**config.mk**
```make
export PLATFORM = sky130hd
export DESIGN_NAME = time_of_day_counter
export DESIGN_NICKNAME = d
export VERILOG_FILES = /design/src/rtl/clock_pkg.sv /design/src/rtl/bcd_wrap_counter.sv /design/src/rtl/time_of_day_counter.sv
export SDC_FILE = /design/constraint.sdc
export NUM_CORES = 1
export LEC_CHECK = 0
export BUFFER_PORTS_ARGS = -buffer_cell sky130_fd_sc_hd__buf_2
export CAP_MARGIN = 25
export CORE_ASPECT_RATIO = 1.4
export CORE_UTILIZATION = 38
export DETAILED_ROUTE_END_ITERATION = 10
export PLACE_DENSITY = 0.64
export SLEW_MARGIN = 20
export SYNTH_ARGS = -nofsm -noshare
export SYNTH_HDL_FRONTEND = slang
export SYNTH_SLANG_ARGS = --single-unit
```
**constraint.sdc**
```tcl
create_clock -name i_clk -period 5 [get_ports i_clk]
set_input_delay 0.25 -clock i_clk [delete_from_list [all_inputs] [get_ports i_clk]]
set_output_delay 0.25 -clock i_clk [all_outputs]
set_load 0.01 [all_outputs]
```
**src/rtl/clock_pkg.sv**
```systemverilog
// clock_pkg: BCD digit/pair types, FSM states and field limits shared by the
// time-of-day counter and its digit counters.
package clock_pkg;

    typedef logic [3:0] bcd_digit_t;
    typedef logic [7:0] bcd_pair_t;

    typedef enum logic [1:0] {
        ST_STOP,
        ST_RUN,
        ST_CHECK
    } tod_state_e;

    localparam bcd_pair_t SEC_MAX  = 8'h59;
    localparam bcd_pair_t MIN_MAX  = 8'h59;
    localparam bcd_pair_t HOUR_MAX = 8'h23;

    // Both nibbles must be decimal digits before the packed compare means anything.
    function automatic logic bcd_in_range(bcd_pair_t v, bcd_pair_t max);
        return (v[7:4] <= 4'd9) && (v[3:0] <= 4'd9) && (v <= max);
    endfunction

    function automatic bcd_pair_t bcd_inc(bcd_pair_t v);
        bcd_digit_t tens;
        bcd_digit_t units;
        tens  = v[7:4];
        units = v[3:0];
        return (units == 4'd9) ? {tens + 4'd1, 4'd0} : {tens, units + 4'd1};
    endfunction

endpackage

```
**src/rtl/bcd_wrap_counter.sv**
```systemverilog
// bcd_wrap_counter: two-digit packed BCD counter that wraps max->00 with a
// carry-out; a load takes priority over an increment.
module bcd_wrap_counter
    import clock_pkg::*;
(
    input  logic      i_clk,
    input  logic      i_rst,
    input  logic      i_inc,
    input  logic      i_load,
    input  bcd_pair_t i_load_val,
    input  bcd_pair_t i_max,
    output bcd_pair_t o_q,
    output logic      o_carry
);

    bcd_pair_t q_next;

    assign o_carry = i_inc && !i_load && (o_q == i_max);

    always_comb begin
        q_next = o_q;
        q_next = i_load ? i_load_val : o_carry ? '0 : i_inc ? bcd_inc(o_q) : o_q;
    end

    always_ff @(posedge i_clk or posedge i_rst) begin
        if (i_rst) o_q <= '0;
        else       o_q <= q_next;
    end

endmodule

```
**src/rtl/time_of_day_counter.sv**
```systemverilog
// time_of_day_counter: 24-hour BCD clock with a validated set handshake.
// Define TOD_ALARM_EN to add the hh:mm alarm ports and o_alarm pulse.
module time_of_day_counter
    import clock_pkg::*;
(
    input  logic      i_clk,
    input  logic      i_rst,
    input  logic      i_tick,
    input  logic      i_en,
    input  logic      i_set_valid,
    input  bcd_pair_t i_set_hh,
    input  bcd_pair_t i_set_mm,
    input  bcd_pair_t i_set_ss,
    output logic      o_set_ready,
    output logic      o_set_err,
    output bcd_pair_t o_hh,
    output bcd_pair_t o_mm,
    output bcd_pair_t o_ss,
    output logic      o_min_tick,
    output logic      o_day_tick
`ifdef TOD_ALARM_EN
    ,
    input  logic      i_alm_arm,
    input  bcd_pair_t i_alm_hh,
    input  bcd_pair_t i_alm_mm,
    output logic      o_alarm
`endif
);

    tod_state_e state;
    tod_state_e state_next;
    logic       alive;
    logic       hs;
    logic       valid;
    logic       load;
    logic       tick_en;
    logic       ss_carry;
    logic       mm_carry;
    logic       hh_carry;
    bcd_pair_t  hold_hh;
    bcd_pair_t  hold_mm;
    bcd_pair_t  hold_ss;

    // alive keeps o_set_ready low until the first clock edge after reset release.
    assign o_set_ready = alive && (state != ST_CHECK);
    assign hs          = i_set_valid && o_set_ready;
    assign valid       = bcd_in_range(hold_hh, HOUR_MAX) && bcd_in_range(hold_mm, MIN_MAX) &&
                         bcd_in_range(hold_ss, SEC_MAX);
    assign load        = (state == ST_CHECK) && valid;
    assign tick_en     = i_tick && i_en && (state == ST_RUN) && !hs;

    always_comb begin
        state_next = state;
        state_next = hs ? ST_CHECK : i_en ? ST_RUN : ST_STOP;
    end

    always_ff @(posedge i_clk or posedge i_rst) begin
        if (i_rst) begin
            state      <= ST_STOP;
            alive      <= 1'b0;
            hold_hh    <= '0;
            hold_mm    <= '0;
            hold_ss    <= '0;
            o_set_err  <= 1'b0;
            o_min_tick <= 1'b0;
            o_day_tick <= 1'b0;
        end else begin
            state      <= state_next;
            alive      <= 1'b1;
            o_set_err  <= (state == ST_CHECK) && !valid;
            o_min_tick <= ss_carry;
            o_day_tick <= hh_carry;
            if (hs) begin
                hold_hh <= i_set_hh;
                hold_mm <= i_set_mm;
                hold_ss <= i_set_ss;
            end
        end
    end

    bcd_wrap_counter u_ss (
        .i_clk      (i_clk),
        .i_rst      (i_rst),
        .i_inc      (tick_en),
        .i_load     (load),
        .i_load_val (hold_ss),
        .i_max      (SEC_MAX),
        .o_q        (o_ss),
        .o_carry    (ss_carry)
    );

    bcd_wrap_counter u_mm (
        .i_clk      (i_clk),
        .i_rst      (i_rst),
        .i_inc      (ss_carry),
        .i_load     (load),
        .i_load_val (hold_mm),
        .i_max      (MIN_MAX),
        .o_q        (o_mm),
        .o_carry    (mm_carry)
    );

    bcd_wrap_counter u_hh (
        .i_clk      (i_clk),
        .i_rst      (i_rst),
        .i_inc      (mm_carry),
        .i_load     (load),
        .i_load_val (hold_hh),
        .i_max      (HOUR_MAX),
        .o_q        (o_hh),
        .o_carry    (hh_carry)
    );

`ifdef TOD_ALARM_EN
    // o_min_tick only follows a counted second, so a set load never fires the alarm.
    assign o_alarm = o_min_tick && i_alm_arm && (o_hh == i_alm_hh) && (o_mm == i_alm_mm);
`endif

endmodule

```
Yosys cells after proc, flatten, opt, wreduce, memory -nomap -nowiden. Index checks and enable logic that the tools add are counted.

Flip-flop bits (word level): 54. Output and inout port bits: 28. Logic and storage cells: 85.

Add/subtract/negate cells: 6. Order comparisons: 9. Eq/ne operators: 9. Mux-type cells: 14. Reduce and logical (&&, ||, !) cells: 33.

Operators by type and width (count): $mux W8 (12); $add A4 B1 Y4 const B (6); $le A4 B4 Y1 const B (6); $logic_and A1 B1 Y1 (21); $reduce_bool A3 Y1 (6); $eq A8 B7 Y1 const B (2); $le A8 B7 Y1 const B (2); $eq A4 B4 Y1 const B (3); $eq A8 B6 Y1 const B (1); $le A8 B6 Y1 const B (1); $reduce_and A2 Y1 (3); $logic_not A1 Y1 (3); $eq A2 B1 Y1 const B (1); $eq A2 B2 Y1 const B (1); $mux W2 (1); $ne A2 B2 Y1 const B (1); $mux W1 (1).

Depth between registers and ports, before layout. Gate-level depths: netlist of the first run.

Word-level depth: 15. Depth in mapped cells: 9.

By module. From an unflattened synthesis of the first run, not the netlist that was laid out.

Cell total of the unflattened synthesis: 295. Area, all modules: 3291.9 µm².

Modules (own cells, without submodules): bcd_wrap_counter (times used 3, cells each 73, area an instance 683.2 µm², seq. area each 200.2 µm²); time_of_day_counter (times used 1, cells each 76, area an instance 1242.4 µm², seq. area each 750.7 µm²).

Worst setup path after synthesis of the first run. OpenSTA, ideal clock, no wires.

Path type: register to register. From: reg u_ss.o_q[1]. To: reg u_hh.o_q[4]. Library setup time: 0.124 ns. Data arrival time: 1.730 ns. Data required time: 4.876 ns. Path slack: 3.146 ns. Cell stages (with the launch flop): 10. Period minus slack after synthesis: 1.854 ns. Cell sequence: dfrtp_1 inv_1 ha_1 and3b_1 and3_1 buf_6 nand3_4 buf_6 o21a_1 o31a_1.

Longest elaborated chain between the ends: 8. Elaborated cells between the ends (all ways): 11. Classes of those cells: eq/ne (1); mux (2); reduce/logical (8).

RTL lines: start: declaration (line bcd_wrap_counter.sv:12) `output bcd_pair_t o_q,`; start signal: assignment (line bcd_wrap_counter.sv:27) `else o_q <= q_next;`; $eq A8 B7 Y1 (*) (line bcd_wrap_counter.sv:18) `assign o_carry = i_inc && !i_load && (o_q == i_max);`; $logic_and A1 B1 Y1 (*) (3 in series) (line bcd_wrap_counter.sv:18); $logic_and A1 B1 Y1 (2 in series) (line bcd_wrap_counter.sv:18); $reduce_bool A3 Y1 (no line) or $mux W8 (tied branches); $reduce_and A2 Y1 (no line) or $mux W8 (tied branches); end signal: assignment (line bcd_wrap_counter.sv:27); end: declaration (line bcd_wrap_counter.sv:12).

Mark *: on every way between the ends. The rest lies on a longest branch, timed or not. A chain may end at the register's enable or synchronous reset.

Final worst setup path of the first run.
From: reg u_ss.o_q[1]. To: reg u_hh.o_q[3].

Longest elaborated chain between the ends: 8. Elaborated cells between the ends (all ways): 9. Classes of those cells: eq/ne (1); mux (2); reduce/logical (6).

RTL lines: $eq A8 B7 Y1 (*) (line bcd_wrap_counter.sv:18); $logic_and A1 B1 Y1 (*) (3 in series) (line bcd_wrap_counter.sv:18); $logic_and A1 B1 Y1 (2 in series) (line bcd_wrap_counter.sv:18); $mux W8 (2 in series) (line bcd_wrap_counter.sv:22) `q_next = i_load ? i_load_val : o_carry ? '0 : i_inc ? bcd_inc(o_q) : o_q;`.

Marked as above.

==> results of run 1 <==
## flip-flops by register name (all words and copies together) (netlist names), 2 cells and up
register,flops
u_mm.o_q,8
u_ss.o_q,8
hold_ss,8
hold_hh,8
u_hh.o_q,8
state,2
hold_mm,8
## stage by stage
| step | hold slack, ps | worst slack (ps) | instances |
|---|---|---|---|
| after floorplan | 388 | 3150 | 251 |
| after global placement | 476 | 2930 | 393 |
| after detailed placement | 478 | 2930 | 393 |
| after CTS | 147 | 2890 | 401 |
| after global routing | 161 | 2720 | 401 |
| final | 112 | 2910 | 401 |
## layer usage
metal / global-route usage, % / up-vias / share of wire [%]
met5: 0 / - / 0
met1: 19.6 / 1011 / 44
met4: 4.59 / 0 / 1.2
met2: 29.6 / 42 / 53
met3: 2.74 / 4 / 2.2
li1: - / 1000 / -
## cells by family (layout without fill, tap and decap cells)
kind of cell               after synthesis  count (layout)  share of synthesized area [%]
and+or+nand+nor                         86              86                           17.9
DFF                                     54              54                           49.3
AOI/OAI and AO/OA                       43              43                           10.4
muxes                                   30              30                           12.0
buffers and inverters                   23              78                           4.15
adders and majority gates               12              12                           5.48
xor gates and xnor gates                 2               2                          0.639
other                                    1               1                          0.137
## power groups by stage
stage                     Clock, W  Combinational [W]  Sequential (W)
after CTS                 0.000301           0.000311        0.000612
after global routing      0.000315           0.000346        0.000628
after detailed placement         0           0.000305        0.000621
after floorplan                  0           0.000184        0.000618
final                     0.000290           0.000304        0.000611
after global placement           0           0.000298        0.000617
## worst paths after layout
check                                   startpoint                       to  slack (ps)  cells after the start
max in group asynchronous                    i_rst   hold_ss[6]$_DFFE_PP0P_        4430                      3
min                                          i_rst  u_hh.o_q[3]$_DFFE_PP0P_         110                      3
min reg2reg                 hold_ss[4]$_DFFE_PP0P_  u_ss.o_q[4]$_DFFE_PP0P_         490                      2
min in group i_clk                     i_set_mm[4]   hold_mm[4]$_DFFE_PP0P_         170                      2
max                        u_ss.o_q[1]$_DFFE_PP0P_  u_hh.o_q[3]$_DFFE_PP0P_        2910                      7
max reg2reg                u_ss.o_q[1]$_DFFE_PP0P_  u_hh.o_q[3]$_DFFE_PP0P_        2910                      7
## worst max-delay path: stages (launching register included)
cell,delay [ps]
dfrtp_1,430
inv_1,80
ha_1,170
and3b_1,210
and3_1,400
nand3_4,200
o21a_1,230
o31a_1,270
## area by class of cell
cell class,instances,area (um^2)
fillers,682,3770
repair buffers,59,303
flip-flops and latches,54,1350
clock buffers,6,72.6
well taps,95,119
multi-input cells,174,1280
inverters,11,41.3
clock inverters,2,37.5
## cells in the final DEF (no fill, tap or decap), types with 2 or more instances in the layout
cell,n
nor3_1,5
a21oi_1,7
a31oi_1,2
dfrtp_1,54
ha_1,12
buf_4,3
o21a_1,3
a221o_1,5
buf_2,56
nor2_1,15
nor4_1,2
or3_1,3
and3b_1,5
mux2_2,24
nand3_1,9
nor2b_1,5
nand2_1,15
a41oi_1,2
a2bb2oi_1,2
nand3b_1,3
clkbuf_8,5
nor3b_1,2
inv_1,10
o21ai_0,16
and2_1,2
nand2b_1,4
and3_1,4
o31a_1,3
mux2i_1,6
nand4_1,5
==> reports/metrics.yaml, run 1 <==
critical_path_required_ps: 5200
yosys_most_used_dff: "dfrtp_1"
p_switching_w: 0.000381
grt_overflow: 0
cp-start-kind: "flip-flop"
antenna_found_initial: 0
worst-path-max-fanout: 11
io_pins: 57
crit_type: "flip-flop to flip-flop"
max_slew.worst_pin.slew_ps: 668
netlist_area_um2: 2740
postRouteAntennaNets: 0
combinationalPowerShare_pct: 25.2
synth_edf_count: 0
antenna_cells: 0
fmaxAchievable_mhz: 478
number_of_global_route_vias_before_repair: 1977
most_common_library_cells_after_synthesis: "dfrtp_1, mux2_2, o21ai_0, nand2_1, nor2_1"
route.vias.total: 2057
leakagePower_nw: 1.48
placement.cell_area_um2: 3100
grt_setup_unrepaired: "no"
synthMostInstantiatedCell: "dfrtp_1"
grt.total_usage_pct: 16.3
power.total_w: 0.00121
synth.ff_latch_count: 54
fp.dieH_um: 103
clock_tree.buffer_depth: 2
cp.arrival_ps: 2290
wire_length_of_the_first_global_routing_pass_um: 9320
slew_violations: 0
crit_end_element: "flip-flop"
cts_made_buffers: 5
cts.hold.buffers_added: 0
ys_async_sr_fraction_pct: 100
placeableCoreArea_um2: 6980
status: "finished clean"
buffer_ports.inserted: 56
vias_per_cell: 5.13
setup_viol: 0
postRouteWirelength_um: 5760
ys_warn_count: 0
internal-power_w: 0.000824
initial_util_pct: 39.3
average_instance_area_after_synthesis_um2: 10.9
drc: 0
clkPwrFrac_pct: 24.1
cts-root-buf: "clkbuf_8"
cts.htree.levels: 2
die-width_um: 73.8
die_area_um2: 7560
max_cap_viol_count: 0
finalInstanceArea_um2: 3210
min_path_type: "input pin to asynchronous set/reset pin"
drtIter0Drc: 80
vdd_ir_drop_max_v: 0.000207
gp_routability_congestion: 0.733
syn-instance-count: 251
timing.max_slew.rel_slack_pct: 55.5
worst_setup_hold_path_clk_slew_ps: 100
layout_min_cycle_time_ps: 2090
ctsResizeCount: 0
synth_nets: 292
tritoncts: "yes"
finalHoldViolCount: 0
timing.clock.skew_ps: 12.1
synth_largest_area_cell: "dfrtp_1"
num_rows: 36
netSwitchingFraction_pct: 31.6
utilization_pct: 46.0
drt-wirelength-per-cell_um: 14.4
pwr-share-seq_pct: 50.7
drt-pass1-iter-count: 6
drive_above_1_share_pct: 31.0
timing.final.crit_share_pct: 41.9
final_net_count: 346
totalNegativeSetupSlack_ps: 0
post-synth-top-area-fraction_pct: 49.3
worst_skew_pair.late_latency_ps: 300
pin_count_of_the_biggest_net_entering_global_routing: 55
synth.lib_cells_used.distinct: 43
syn_to_final_growth_pct: 17.1
sequential_to_total_area_share_from_yosys_stat_pct: 49.3
power_per_cell_area_nw_per_um2: 376
detailed_place_hpwl_um: 4330
ys_top_cells_by_area: "dfrtp_1, mux2_2, ha_1"
post-cts-setup-buffer-count: 0
cts_num_sinks: 54
Power figures use the tool's default switching activity.
==> run 2, diff against run 1 <==
--- a/config.mk
+++ b/config.mk
@@ -5,12 +5,13 @@
 export SDC_FILE = /design/constraint.sdc
 export NUM_CORES = 1
 export LEC_CHECK = 0
+export ABC_AREA = 1
 export BUFFER_PORTS_ARGS = -buffer_cell sky130_fd_sc_hd__buf_2
 export CAP_MARGIN = 25
 export CORE_ASPECT_RATIO = 1.4
 export CORE_UTILIZATION = 38
 export DETAILED_ROUTE_END_ITERATION = 10
-export PLACE_DENSITY = 0.64
+export PLACE_DENSITY = 0.63
 export SLEW_MARGIN = 20
 export SYNTH_ARGS = -nofsm -noshare
 export SYNTH_HDL_FRONTEND = slang
==> constraint.sdc (replaced) <==
create_clock -name i_clk -period 2 [get_ports i_clk]
set_input_delay 0.1 -clock i_clk [delete_from_list [all_inputs] [get_ports i_clk]]
set_output_delay 0.1 -clock i_clk [all_outputs]
set_load 0.01 [all_outputs]
==> reports/metrics.yaml, run 2 <==
groute.layer.met3.usage_pct: 2.32  # was 2.74%
utilization_pct: 49.6  # was 46.0%
max_cap_viol_count: 0  # unchanged
post-cts-setup-buffer-count: 0  # unchanged
max_slew.worst_pin.slew_ps: 668  # about the same
slew_violations: 0  # unchanged
grtUsageMet1_pct: 21.5  # was 19.6%
timing.rr.start: "hold_mm[1]$_DFFE_PP0P_"  # was u_ss.o_q[1]$_DFFE_PP0P_
r2r_cells: 9  # was 7
slowest_stage: "dfrtp_1"  # unchanged
number_of_global_route_vias_before_repair: 2616  # was 1977
cp-start-kind: "flip-flop"  # unchanged
gp_routability_congestion: 0.816  # was 0.733
max_stage_delay_ps: 420  # was 430 ps
tritoncts: "yes"  # unchanged
drt-pass1-iter-count: 4  # was 6
postRouteWirelength_um: 6410  # was 5760 um
layoutNonFillerInstCount: 559  # was 401
drtIter0Drc: 156  # was 80
vias_per_cell: 4.61  # was 5.13
ys_top_cells_by_area: "dfrtp_1, nand2_1, nand3_1"  # was dfrtp_1, mux2_2, ha_1
timing.final.crit_share_pct: 85.9  # was 41.9%
fp.dieH_um: 106  # was 103 um
timing.clock.skew_ps: 14.9  # was 12.1 ps
average_instance_area_after_synthesis_um2: 7.82  # was 10.9 um^2
dp_cells: 527  # was 393
synth.ff_latch_count: 54  # unchanged
finalHoldViolCount: 0  # unchanged
layout_min_cycle_time_ps: 1720  # was 2090 ps
final.setup.worst_slack_ps: 282  # was 2910 ps
sequential_to_total_area_share_from_yosys_stat_pct: 45.7  # was 49.3%
worst-path-max-fanout: 18  # was 11
min_path_type: "input pin to flip-flop"  # was input pin to asynchronous set/reset pin
placement.setup.worst_slack_ps: 267  # was 2930 ps
cp.arrival_ps: 1970  # was 2290 ps
crit_end_element: "flip-flop"  # unchanged
placeableCoreArea_um2: 7450  # was 6980 um^2
fmaxAchievable_mhz: 582  # was 478 MHz
cts_num_sinks: 54  # unchanged
io_pins: 57  # unchanged
detailed_place_hpwl_um: 4670  # was 4330 um
holdPathEnd: "hold_mm[4]$_DFFE_PP0P_"
num_rows: 37  # was 36
most_common_library_cells_after_synthesis: "nand2_1, dfrtp_1, inv_1, nand3_1, nor2_1"  # was dfrtp_1, mux2_2, o21ai_0, nand2_1, nor2_1
die_area_um2: 8150  # was 7560 um^2
synth.lib_cells_used.distinct: 30  # was 43
power_per_cell_area_nw_per_um2: 951  # was 376 nW/um^2
synth_edf_count: 0  # unchanged
ys_async_sr_fraction_pct: 100  # unchanged
drt-wirelength-per-cell_um: 11.5  # was 14.4 um
grt_setup_unrepaired: "no"  # unchanged
cts-root-buf: "clkbuf_8"  # unchanged
initial_util_pct: 39.7  # was 39.3%
setup_viol: 0  # unchanged
crit_type: "flip-flop to flip-flop"  # unchanged
grt_overflow: 0  # unchanged
synth_largest_area_cell: "dfrtp_1"  # unchanged
cts_made_buffers: 5  # unchanged
layout.cells.most_common_list: "nand2_1, buf_2, dfrtp_1"  # was buf_2, dfrtp_1, mux2_2
reg2reg_setup_slack_ps: 280  # was 2910 ps
antenna_cells: 0  # unchanged
pin_count_of_the_biggest_net_entering_global_routing: 55  # unchanged
syn-instance-count: 378  # was 251
drive_above_1_share_pct: 19.3  # was 31.0%
final_net_count: 502  # was 346
yosys_most_used_dff: "dfrtp_1"  # unchanged
synth_nets: 419  # was 292
antenna_found_initial: 0  # unchanged
worstHoldStart: "i_set_mm[4]"
crit_top_cell: "nand2_1"
timing.critical_path.cells: "o21ai_1 -> nand2_1 -> nor2_4 -> nand3_4 -> inv_2 -> nand2_1 -> nand2_1 -> nand2_1 -> nand2_1"  # was inv_1 -> ha_1 -> and3b_1 -> and3_1 -> nand3_4 -> o21a_1 -> o31a_1
grt.total_usage_pct: 17.4  # was 16.3%
leakagePower_nw: 2.05  # was 1.48 nW
totalNegativeSetupSlack_ps: 0  # unchanged
ys_warn_count: 0  # unchanged
mostFrequentLayoutCell: "nand2_1"  # was buf_2
route.vias.total: 2579  # was 2057
global_route.peak_usage_layer: "met2"  # unchanged
drc: 0  # unchanged
n_fill_cell: 737  # was 682
vdd_ir_drop_max_v: 0.000437  # was 0.000207 V
wire_length_of_the_first_global_routing_pass_um: 11500  # was 9320 um
r2r_end: "u_mm.o_q[4]$_DFFE_PP0P_"  # was u_hh.o_q[3]$_DFFE_PP0P_
clock_tree.buffer_depth: 2  # unchanged
netlist_area_um2: 2960  # was 2740 um^2
timing.max_slew.rel_slack_pct: 55.5  # about the same
post-synth-top-area-fraction_pct: 45.7  # was 49.3%
min_delay_path_depth: 3
cts.htree.levels: 2  # unchanged
postRouteAntennaNets: 0  # unchanged
worst_skew_pair.late_latency_ps: 320  # was 300 ps
buffer_ports.inserted: 56  # unchanged
critical_path_required_ps: 2260  # was 5200 ps
worst_setup_hold_path_clk_slew_ps: 110  # was 100 ps
status: "finished clean"  # unchanged
die-width_um: 76.6  # was 73.8 um
synthMostInstantiatedCell: "nand2_1"  # was dfrtp_1
syn_to_final_growth_pct: 24.9  # was 17.1%
met2_usage_grt_pct: 30.5  # was 29.6%
-- run 2: routing by layer --
layer	routed length, um	vias up
met5	0	-
met4	109	0
met2	3200	56
li1	-	1329
met3	176	10
met1	2920	1184
-- run 2: how the worst max path moves through the flow --
stage	end	startpoint	slack, ps
6_report	u_mm.o_q[4]$_DFFE_PP0P_	hold_mm[1]$_DFFE_PP0P_	280
5_1_grt	u_mm.o_q[5]$_DFFE_PP0P_	hold_hh[7]$_DFFE_PP0P_	70
4_1_cts	u_hh.o_q[6]$_DFFE_PP0P_	hold_ss[1]$_DFFE_PP0P_	260
3_5_place_dp	u_hh.o_q[5]$_DFFE_PP0P_	hold_ss[1]$_DFFE_PP0P_	270
3_3_place_gp	u_mm.o_q[7]$_DFFE_PP0P_	hold_ss[1]$_DFFE_PP0P_	260
2_1_floorplan	u_mm.o_q[4]$_DFFE_PP0P_	u_ss.o_q[1]$_DFFE_PP0P_	390
-- run 2: cells by family after synthesis --
logic type	Yosys count	synth area share, %
AO/OA/AOI/OAI	17	3.64
buffers and inverters	52	7.15
adder cells (fa/ha/maj)	12	5.08
other	1	0.127
XOR/XNOR	12	3.55
AND/OR/NAND/NOR	230	34.8
flip-flops	54	45.7
-- run 2: worst max-delay path: cells and delay by family, from the launching register on --
family,cells,cell delay (ps)
simple gates,7,770
flops,1,420
buf+inv,1,310
compound gates,1,160
-- run 2: per-stage QoR --
step / instance area [um^2] / hold WS, ps / total power, W
finish: 3690 / 1.43 / 0.00351
global route: 3690 / 0.119 / 0.00381
CTS: 3690 / 1.10 / 0.00356
detailed placement: 3360 / 298 / 0.00287
global placement: 3360 / 295 / 0.00284
floorplan: 2960 / 204 / 0.00246
-- run 2: what timing repair did --
action,in CTS,in global routing
hold buffers,24,0
resized for setup,0,0
hold endpoints to repair,77,0
-- run 2: area by class of cell --
class / count / area (um^2) / area share (%)
Tap cell: 97 / 121 / 3.29
Clock inverter: 3 / 26.3 / 0.711
Multi-Input combinational cell: 272 / 1400 / 37.8
Sequential cell: 54 / 1350 / 36.6
Timing Repair Buffer: 84 / 563 / 15.2
Inverter: 44 / 168 / 4.54
Clock buffer: 5 / 68.8 / 1.86
-- run 2: power by group --
| part | total [W] | switching (W) | internal [W] |
|---|---|---|---|
| logic | 0.00123 | 0.000668 | 0.000560 |
| registers | 0.00165 | 0.000307 | 0.00134 |
| clock network | 0.000638 | 0.000384 | 0.000254 |
==> run 3, diff against run 2 <==
==> constraint.sdc (replaced) <==
create_clock -name i_clk -period 1.75 [get_ports i_clk]
set_input_delay 0.0875 -clock i_clk [delete_from_list [all_inputs] [get_ports i_clk]]
set_output_delay 0.0875 -clock i_clk [all_outputs]
set_load 0.01 [all_outputs]
==> reports/metrics.yaml, run 3 (same netlist as run 2, synthesis figures left out) <==
vdd_ir_drop_max_v: 0.000525  # was 0.000437 V
layoutNonFillerInstCount: 571  # was 559
cts_num_sinks: 54  # unchanged
max_stage_delay_ps: 420  # about the same
pwr-share-seq_pct: 44.8  # was 46.9%
antenna_cells: 0  # unchanged
internal-power_w: 0.00259  # was 0.00215 W
fp.dieH_um: 106  # unchanged
slew_violations: 0  # unchanged
power_per_cell_area_nw_per_um2: 1090  # was 951 nW/um^2
grt_setup_unrepaired: "yes"  # was no
antenna_found_initial: 0  # unchanged
cp.arrival_ps: 1870  # was 1970 ps
wire_length_of_the_first_global_routing_pass_um: 11800  # was 11500 um
combinationalPowerShare_pct: 38.0  # was 35.0%
num_rows: 37  # unchanged
leakagePower_nw: 2.11  # was 2.05 nW
slowest_stage: "dfrtp_1"  # unchanged
die-width_um: 76.6  # unchanged
cp-start-kind: "flip-flop"  # unchanged
placement.cell_area_um2: 3400  # was 3360 um^2
crit_end_element: "flip-flop"  # unchanged
worst-path-max-fanout: 7  # was 18
status: "finished clean"  # unchanged
postRouteWirelength_um: 6640  # was 6410 um
timing.final.crit_share_pct: 95.1  # was 85.9%
drive_above_1_share_pct: 22.2  # was 19.3%
timing.critical_path.cells: "inv_2 -> ha_4 -> nand2_2 -> nor2_4 -> nand2_4 -> nor2_8 -> inv_4 -> o21ai_4 -> inv_2 -> nand2_1 -> nand2_1"  # was o21ai_1 -> nand2_1 -> nor2_4 -> nand3_4 -> inv_2 -> nand2_1 -> nand2_1 -> nand2_1 -> nand2_1
mostFrequentLayoutCell: "nand2_1"  # unchanged
placeableCoreArea_um2: 7450  # unchanged
gp_routability_congestion: 0.818  # was 0.816
cts.htree.levels: 2  # unchanged
p_switching_w: 0.00158  # was 0.00136 W
detailed_place_hpwl_um: 4740  # was 4670 um
finalHoldWorstSlack_ps: 3.67  # was 1.43 ps
vias_per_cell: 4.58  # was 4.61
final_net_count: 514  # was 502
crit_family: "simple AND/OR/NAND/NOR gates"  # unchanged
layout.cells.most_common_list: "nand2_1, buf_2, dfrtp_1"  # unchanged
syn_to_final_growth_pct: 29.2  # was 24.9%
n_fill_cell: 739  # was 737
grt_overflow: 0  # unchanged
min_path_type: "input pin to flip-flop"  # unchanged
number_of_global_route_vias_before_repair: 2715  # was 2616
drc: 0  # unchanged
clkPwrFrac_pct: 17.2  # was 18.2%
worst_setup_hold_path_clk_slew_ps: 100  # was 110 ps
buffer_ports.inserted: 56  # unchanged
route.vias.total: 2615  # was 2579
cts-root-buf: "clkbuf_8"  # unchanged
worstPathBufferInverterCount: 3  # was 1
cts_made_buffers: 5  # unchanged
clock_tree.buffer_depth: 2  # unchanged
initial_util_pct: 39.7  # unchanged
netSwitchingFraction_pct: 37.9  # was 38.7%
die_area_um2: 8150  # unchanged
postRouteAntennaNets: 0  # unchanged
timing.clock.skew_ps: 5.78  # was 14.9 ps
pin_count_of_the_biggest_net_entering_global_routing: 36  # was 55
finalInstanceArea_um2: 3820  # was 3690 um^2
worst_skew_pair.late_latency_ps: 310  # was 320 ps
dp_cells: 531  # was 527
critical_path_required_ps: 1960  # was 2260 ps
tritoncts: "yes"  # unchanged
layout_min_cycle_time_ps: 1660  # was 1720 ps
power.total_w: 0.00417  # was 0.00351 W
io_pins: 57  # unchanged
drt-wirelength-per-cell_um: 11.6  # was 11.5 um
fmaxAchievable_mhz: 601  # was 582 MHz
drt-pass1-iter-count: 4  # unchanged
finalHoldViolCount: 0  # unchanged
crit_type: "flip-flop to flip-flop"  # unchanged
drtIter0Drc: 173  # was 156
utilization_pct: 51.3  # was 49.6%
max_cap_viol_count: 0  # unchanged
setup_viol: 0  # unchanged
grt.total_usage_pct: 18.0  # was 17.4%
## run 3: changes by cell type in the layout (fill, tap and decap cells not counted), moves of 2 or more
cell / delta
clkinv_2: +2
inv_1: -3
inv_2: +2
buf_4: +11
clkinv_4: -3
## run 3: metal layers
layer / global-route usage [%] / vias to the layer above / wire (um)
met5: 0 / - / 0
met4: 7.01 / 0 / 147
met3: 3.52 / 13 / 218
met2: 32.8 / 56 / 3380
met1: 20.5 / 1192 / 2900
li1: - / 1354 / -
## run 3: tightest hold or removal path, cell delays in order
cell     delay [ps]
buf_2            80
nand2_1          60
nand2_1          60
## run 3: metrics by stage
stage | setup TNS [ps] | setup WS (ps)
floorplan | 0 | 140
global placement | 0 | 91.7
detailed placement | 0 | 40.2
CTS | 0 | 38.2
global route | -58.7 | -19.8
finish | 0 | 86.1
## run 3: worst paths after layout
path	end	cells after the start	from	slack, ps
worst max register to register	u_mm.o_q[4]$_DFFE_PP0P_	11	u_ss.o_q[1]$_DFFE_PP0P_	90
worst min register to register	hold_mm[4]$_DFFE_PP0P_	2	hold_mm[4]$_DFFE_PP0P_	490
worst min-delay path	hold_mm[4]$_DFFE_PP0P_	3	i_set_mm[4]	4
max in group asynchronous	hold_hh[2]$_DFFE_PP0P_	4	i_rst	890
worst max-delay path	u_mm.o_q[4]$_DFFE_PP0P_	11	u_ss.o_q[1]$_DFFE_PP0P_	90
min in group asynchronous	hold_ss[0]$_DFFE_PP0P_	3	i_rst	330
## run 3: power groups by stage
| stage | sequential [W] | clock [W] | combinational (W) |
|---|---|---|---|
| floorplan | 0.00193 | 0 | 0.000879 |
| global placement | 0.00187 | 0 | 0.00148 |
| detailed placement | 0.00188 | 0 | 0.00148 |
| CTS | 0.00186 | 0.000737 | 0.00154 |
| global route | 0.00192 | 0.000792 | 0.00179 |
| finish | 0.00187 | 0.000718 | 0.00159 |
## run 3: layout make-up
| class | count | area, um^2 | share of cell area, % |
|---|---|---|---|
| clock buffer | 7 | 86.3 | 2.26 |
| clock inverter | 1 | 5.00 | 0.131 |
| inverter | 44 | 169 | 4.42 |
| multi-input combinational | 272 | 1420 | 37.2 |
| sequential | 54 | 1350 | 35.4 |
| tap | 97 | 121 | 3.18 |
| timing repair buffer | 96 | 666 | 17.4 |
## run 3: timing repair
item                                    CTS  global route
hold buffers                             24             0
resized for setup                         0             9
buffers inserted                          0             8
endpoints found under the hold margin    42             0
endpoints found under the setup margin    0            17
